--- config.mk ---
export PLATFORM = sky130hd
export DESIGN_NAME = mdc_commutator_ctrl
export DESIGN_NICKNAME = d
export VERILOG_FILES = /design/src/rtl/mdc_commutator_ctrl.sv
export SDC_FILE = /design/constraint.sdc
export NUM_CORES = 1
export LEC_CHECK = 0
export ABC_AREA = 1
export CAP_MARGIN = 20
export CORE_ASPECT_RATIO = 1.2
export CORE_MARGIN = 10
export CORE_UTILIZATION = 60
export CTS_BUF_LIST = sky130_fd_sc_hd__clkbuf_8
export CTS_CLUSTER_SIZE = 25
export DETAILED_ROUTE_END_ITERATION = 8
export DONT_BUFFER_PORTS = 1
export PLACE_DENSITY = 0.87
export SLEW_MARGIN = 0
export SYNTH_ARGS = -nofsm -noshare
export SYNTH_HDL_FRONTEND = slang
export SYNTH_SLANG_ARGS = --single-unit
--- constraint.sdc ---
create_clock -name clk -period 1.8 [get_ports clk]
set_clock_uncertainty 0.05 [all_clocks]
set_input_delay 0 -clock clk [delete_from_list [all_inputs] [get_ports clk]]
set_output_delay 0 -clock clk [all_outputs]
set_load 0.005 [all_outputs]
--- src/rtl/mdc_commutator_ctrl.sv ---
// Sequencer for the radix-2 MDC FFT pipeline: phase counter, commutator swap selects,
// global enable, input backpressure, end-of-frame drain and output valid/sop tagging.
//
//  state   | meaning
//  --------+---------------------------------------------------------------
//  S_IDLE  | no frame in flight, cnt=0, first valid pair starts a frame
//  S_RUN   | accepting pairs, stalls on gaps mid-frame
//  S_DRAIN | flushing the pipeline for one full frame period, input blocked
module mdc_commutator_ctrl #(
    parameter int LOG2N = 5,
    parameter int PIPE  = 1,
    localparam int NS   = LOG2N - 1
) (
    input  logic          clk,
    input  logic          rst_n,
    input  logic          in_valid,
    input  logic          in_sop,
    output logic          in_ready,
    output logic          en,
    output logic [NS-1:0] sw_sel,
    output logic          out_valid,
    output logic          out_sop,
    output logic          busy,
    output logic          err_sop
);

    localparam int CW  = LOG2N - 1;
    localparam int N2  = 1 << CW;
    localparam int LAT = (N2 - 1) + LOG2N * PIPE;

    typedef enum logic [1:0] {
        S_IDLE  = 2'd0,
        S_RUN   = 2'd1,
        S_DRAIN = 2'd2
    } state_t;

    state_t          state_q, state_d;
    logic [CW-1:0]   cnt_q, cnt_d;
    logic [LAT-1:0]  tv_q, tv_d;
    logic [LAT-1:0]  ts_q, ts_d;
    logic            busy_q, busy_d;
    logic            err_q, err_d;
    logic            acc;
    logic            pend;

    // Cycle at which the first pair of a frame reaches stage k's commutator.
    function automatic int arr_off(input int k);
        int t;
        t = (k + 1) * PIPE;
        for (int j = 0; j < k; j++) begin
            t = t + (1 << (LOG2N - 2 - j));
        end
        return t;
    endfunction

    for (genvar k = 0; k < NS; k++) begin : g_sw
        localparam logic [CW-1:0] TK = CW'(arr_off(k));
        logic [CW-1:0] ph;
        assign ph        = cnt_q - TK;
        assign sw_sel[k] = ph[LOG2N-2-k];
    end

    assign pend = |tv_q;

    always_comb begin
        state_d  = state_q;
        in_ready = 1'b1;
        en       = 1'b0;
        case (state_q)
            S_IDLE: begin
                en = in_valid;
                if (in_valid) state_d = S_RUN;
            end
            S_RUN: begin
                if (cnt_q != '0) begin
                    en = in_valid;
                end else if (in_valid) begin
                    en = 1'b1;
                end else begin
                    en      = 1'b0;
                    state_d = pend ? S_DRAIN : S_IDLE;
                end
            end
            S_DRAIN: begin
                in_ready = 1'b0;
                en       = 1'b1;
                // Drain a whole frame period so cnt stays frame-aligned.
                if (cnt_q == CW'(N2 - 1)) state_d = pend ? S_RUN : S_IDLE;
            end
            default: state_d = S_IDLE;
        endcase
    end

    always_comb begin
        acc    = in_valid & in_ready;
        cnt_d  = en ? cnt_q + 1'b1 : cnt_q;
        tv_d   = en ? {tv_q[LAT-2:0], acc} : tv_q;
        ts_d   = en ? {ts_q[LAT-2:0], acc & in_sop} : ts_q;
        err_d  = acc & (in_sop ? (cnt_q != '0) : (cnt_q == '0));
        busy_d = (state_d != S_IDLE);
    end

    always_ff @(posedge clk or negedge rst_n) begin
        if (!rst_n) begin
            state_q <= S_IDLE;
            cnt_q   <= '0;
            tv_q    <= '0;
            ts_q    <= '0;
            busy_q  <= 1'b0;
            err_q   <= 1'b0;
        end else begin
            state_q <= state_d;
            cnt_q   <= cnt_d;
            tv_q    <= tv_d;
            ts_q    <= ts_d;
            busy_q  <= busy_d;
            err_q   <= err_d;
        end
    end

    assign out_valid = tv_q[LAT-1] & en;
    assign out_sop   = ts_q[LAT-1] & en;
    assign busy      = busy_q;
    assign err_sop   = err_q;

endmodule

[After elaboration in Yosys (flattened, before gate mapping)]
Cells that the tools add are included.
Operators by class
  reduce and logical (&&, ||, !) cells: 5
  multiplexer cells: 12
  bitwise operators: 5
  add/subtract/negate cells: 5
  eq/ne operators: 3
Operator list (number)
  20-bit OR reduction: 1
  2-bit two-way mux: 5
  2-bit case mux with 3 select lines: 1
  1-bit bitwise AND: 5
  1-bit two-way mux: 5
  4-bit by 1-bit adder with 4-bit output, second input constant: 1
  4-bit == test, second input constant: 1
  4-bit logical NOT: 1
  4-bit nonzero test: 1
  4-bit by 1-bit subtractor with 4-bit output, second input constant: 1
  1-bit case mux with 3 select lines: 1
  3-bit by 2-bit subtractor with 3-bit output, second input constant: 1
  2-bit by 1-bit == test with 1-bit output, second input constant: 1
  2-bit == test, second input constant: 1
  2-bit logical NOT: 1
  2-bit nonzero test: 1
  2-bit subtractor, second input constant: 1
  1-bit subtractor, second input constant: 1
Word-level totals
  register bits after elaboration: 48
  output and inout bits: 10
  input bits: 4
  logic and storage cells: 36

[Longest topological paths before layout]
  word-level depth: 6
  gate-level depth with buffers: 8
  gate-level depth less buffers: 7

[Worst setup path after synthesis]
OpenSTA, ideal clock, no wires.
  path type: register -> register
  from: register state_q[0]
  to: register cnt_q[3]
  cell stages (with the launch flop): 7
  required time: 1.627 ns
  clock period less this slack: 1.292 ns
  slack: 0.508 ns
  buffers on the path: 2
  library setup time: 0.123 ns
  arrival: 1.119 ns
  cell sequence: dfrtp_1 or2_1 buf_6 nand2_8 buf_6 nand3_2 xor2_1
Between the ends
  word-level cells in the longest chain between the ends: 2
  elaborated cells on any way between the ends: 4
  classes of those cells: eq/ne (2); mux (1); reduce/logical (1)
RTL lines
  start, declared: line 37  | state_t state_q, state_d;
  start signal, assigned: line 112  | state_q <= state_d;
  2-bit == test (tied with other cells): line 69  | case (state_q)
  1-bit case mux with 3 select lines (*): line 69
  end signal, assigned: line 113  | cnt_q <= cnt_d;
  end, declared: line 38  | logic [CW-1:0] cnt_q, cnt_d;
Every way passes the cells marked *; elsewhere a longest branch is shown, timed or not.
A chain may end at the register's enable or synchronous reset.

[Final worst setup path]
  from: register state_q[1]
  to: output port out_sop
Between the ends
  word-level cells in the longest chain between the ends: 3
  elaborated cells on any way between the ends: 5
  classes of those cells: eq/ne (2); mux (1); bitwise (1); reduce/logical (1)
RTL lines
  2-bit == test (tied with other cells): line 69
  1-bit case mux with 3 select lines (*): line 69
  1-bit bitwise AND (*): line 122  | assign out_sop = ts_q[LAT-1] & en;
  end, declared: line 22  | output logic out_sop,
Marked as above.

==> impl_metrics.json <==
{
  "worstPathRequired_ns": 1.75,
  "crit_type": "register to output pin",
  "grt_pass1_vias": 1461,
  "p_int_uw": 2150,
  "cts_tree": "done",
  "worst_slew_pin_slew_ns": 0.328,
  "numCtsBuffers": 5,
  "cts_buffer_depth": 2,
  "die_y_um": 85.5,
  "netlist-cell-type-count": 21,
  "hold_path_class": "input pin to register",
  "synth_nets": 233,
  "layout_setup_ws_ns": 0.164,
  "root_buffer": "clkbuf_8",
  "synthesis.area_per_instance_um2": 9.57,
  "synth_edf_count": 0,
  "cts_max_level": 2,
  "setup_viol": 0,
  "fin_util_pct": 66.5,
  "die_area_mm2": 0.00637,
  "antenna_found_initial": 0,
  "crit_fanout": 37,
  "drc_errors": 0,
  "synth_cells": 224,
  "total_leakage_power_uw": 0.00109,
  "synth_ff_type": "dfrtp_1",
  "grt_pass1_wl_um": 6410,
  "power_frac_clock_pct": 19.3,
  "synth_mux_area_share_pct": 0,
  "crit_path_max_incr_delay_ns": 0.40,
  "clk_pin_slew_ns": 0.08,
  "fp.dieW_um": 74.6,
  "placed_area_mm2": 0.00210,
  "clock_latency_ns": 0.30,
  "status": "finished clean",
  "synth_seq_area_share_pct": 56.0,
  "layout.nets": 235,
  "final_area_mm2": 0.00226,
  "dp_hpwl_um": 2490,
  "crit_arrival_ns": 1.59,
  "ys_ff_latch": 48,
  "synth_fa_ha_area_share_pct": 2.92,
  "final_cell_mix": "nand2_1 (56), dfrtp_1 (48), inv_1 (30), o21ai_2 (17), o21ai_0 (16)",
  "pin_count": 14,
  "via_per_inst": 5.19,
  "rr_worst_depth": 5,
  "hold_depth": 2,
  "track_usage_pct": 13.0,
  "slew_headroom_pct": 78.2,
  "max_freq_mhz": 611,
  "synth_compound_area_share_pct": 13.3,
  "yosysWarnings": 0,
  "fin_crit_sh_pct": 90.9,
  "peakVddDrop_mv": 0.567,
  "io_buffers": 0,
  "synth_top_family_by_area": "simple AND/OR/NAND/NOR gates",
  "switching_share_pct": 35.8,
  "crit_path_start_kind": "register",
  "p_per_area_mw_per_mm2": 1480,
  "comb_power_share_pct": 30.1,
  "grt_max_degree": 49,
  "final_common_cell": "nand2_1",
  "hold_viol_final": 0,
  "routed_wl_um": 3530,
  "syn_area_mm2": 0.00214,
  "cts_sinks": 48,
  "start_util_pct": 63.1,
  "rows": 23,
  "n_fill_cell": 272,
  "place_congestion": 0.772,
  "finalMaxSlewViolations": 0,
  "core_area_mm2": 0.00340,
  "drive_above_1_share_pct": 14.1,
  "cts_setup_buffers": 0,
  "drt_iter0_drc": 110,
  "pwr-share-seq_pct": 50.6,
  "syn_to_final_growth_pct": 5.31,
  "switchingPower_uw": 1190,
  "overflow": 0,
  "end_kind": "output pin",
  "async_flop_share_pct": 100,
  "synthXorXnorAreaFrac_pct": 1.63,
  "worstPathCellList": "inv_2, or2_1, nand2_8, inv_8, nor2_1",
  "timing.setup.tns_ns": 0,
  "finalCriticalPeriod_ns": 1.64,
  "dp_slack_ns": 0.206,
  "yosys.area_share.simple_pct": 15.6,
  "max_cap_viol_count": 0,
  "rsz0062_at_grt": "false",
  "vias": 1371,
  "wl_per_cell_um": 13.4,
  "first_pass_iters": 4,
  "antenna-diode-count": 0,
  "slowest_stage": "dfrtp_1",
  "ant_nets": 0
}
[path summary, 6_finish.rpt]
kind / from / to / slack [ns]
hold / removal: in_valid / tv_q[0] / 0.005
setup reg to reg: state_q[0] / tv_q[3] / 0.31
setup / recovery: state_q[1] / out_sop / 0.16
max in group asynchronous: rst_n / tv_q[0] / 1.36
min in group asynchronous: rst_n / tv_q[12] / 0.14
hold reg to reg: ts_q[12] / ts_q[13] / 0.44
[synth_stat cells (3+ instances only)]
| library cell | number | area [µm²] |
|---|---|---|
| buf_4 | 4 | 30.0 |
| buf_6 | 6 | 67.6 |
| dfrtp_1 | 48 | 1200 |
| ha_1 | 5 | 62.6 |
| inv_1 | 30 | 113 |
| nand2_1 | 56 | 210 |
| nand3_1 | 3 | 15.0 |
| nor2_1 | 15 | 56.3 |
| o21ai_0 | 16 | 80.1 |
| o21ai_1 | 9 | 45.0 |
| o21ai_2 | 17 | 149 |
| xor2_1 | 4 | 35.0 |
[per-layer routing]
layer	vias up	global-route usage, %	wire (µm)
met2	25	22.0	1780
met4	0	6.21	70
li1	692	-	-
met5	-	0	0
met3	5	4.55	186
met1	649	13.8	1490
[stage by stage]
| stage | hold slack [ns] | cells | total power (µW) |
|---|---|---|---|
| 2_1_floorplan | -0.346 | 224 | 2520 |
| 4_1_cts | 0.0111 | 264 | 3380 |
| 3_5_place_dp | -0.344 | 252 | 2690 |
| 6_report | 0.00497 | 264 | 3340 |
| 5_1_grt | 0.0303 | 264 | 3640 |
| 3_3_place_gp | -0.344 | 252 | 2620 |
[flip-flops by register name, summed over array words and instances (netlist names)]
name / flops
busy: 1
cnt_q: 4
err_sop: 1
state_q: 2
ts_q: 20
tv_q: 20
[layout make-up]
type,instances,area [µm²],share of cell area [%]
Clock buffer,6,82.6,3.66
Clock inverter,2,10.0,0.443
Inverter,32,128,5.65
Multi-Input combinational cell,133,717,31.8
Sequential cell,48,1200,53.2
Tap cell,37,46.3,2.05
Timing Repair Buffer,6,72.6,3.22
[power groups by stage]
stage / Combinational, µW / Clock [µW] / Sequential [µW]
after floorplan: 874 / 0 / 1650
after global placement: 925 / 0 / 1700
after detailed placement: 981 / 0 / 1710
after CTS: 1020 / 665 / 1690
after global routing: 1190 / 711 / 1740
final: 1000 / 645 / 1690
[timing repair]
item / CTS / global route
hold buffers: 4 / 0
gates resized for setup: 0 / 2
endpoints found under the hold margin: 52 / 0
setup endpoints to repair: 0 / 2
[worst max-delay path: cells and delay by family, from the launching register on]
| family | cells | cell delay, ns |
|---|---|---|
| DFF | 1 | 0.40 |
| buffers and inverters | 2 | 0.30 |
| and+or+nand+nor | 3 | 0.57 |
[cell families (layout without fill, tap and decap cells)]
| logic type | count (synthesis) | after routing |
|---|---|---|
| flip-flops | 48 | 48 |
| buffers and inverters | 43 | 46 |
| adder cells (fa/ha/maj) | 5 | 5 |
| XOR/XNOR | 4 | 4 |
| AO/OA/AOI/OAI | 44 | 44 |
| AND/OR/NAND/NOR | 80 | 80 |
Note: power is estimated with default switching activity, not from simulation.
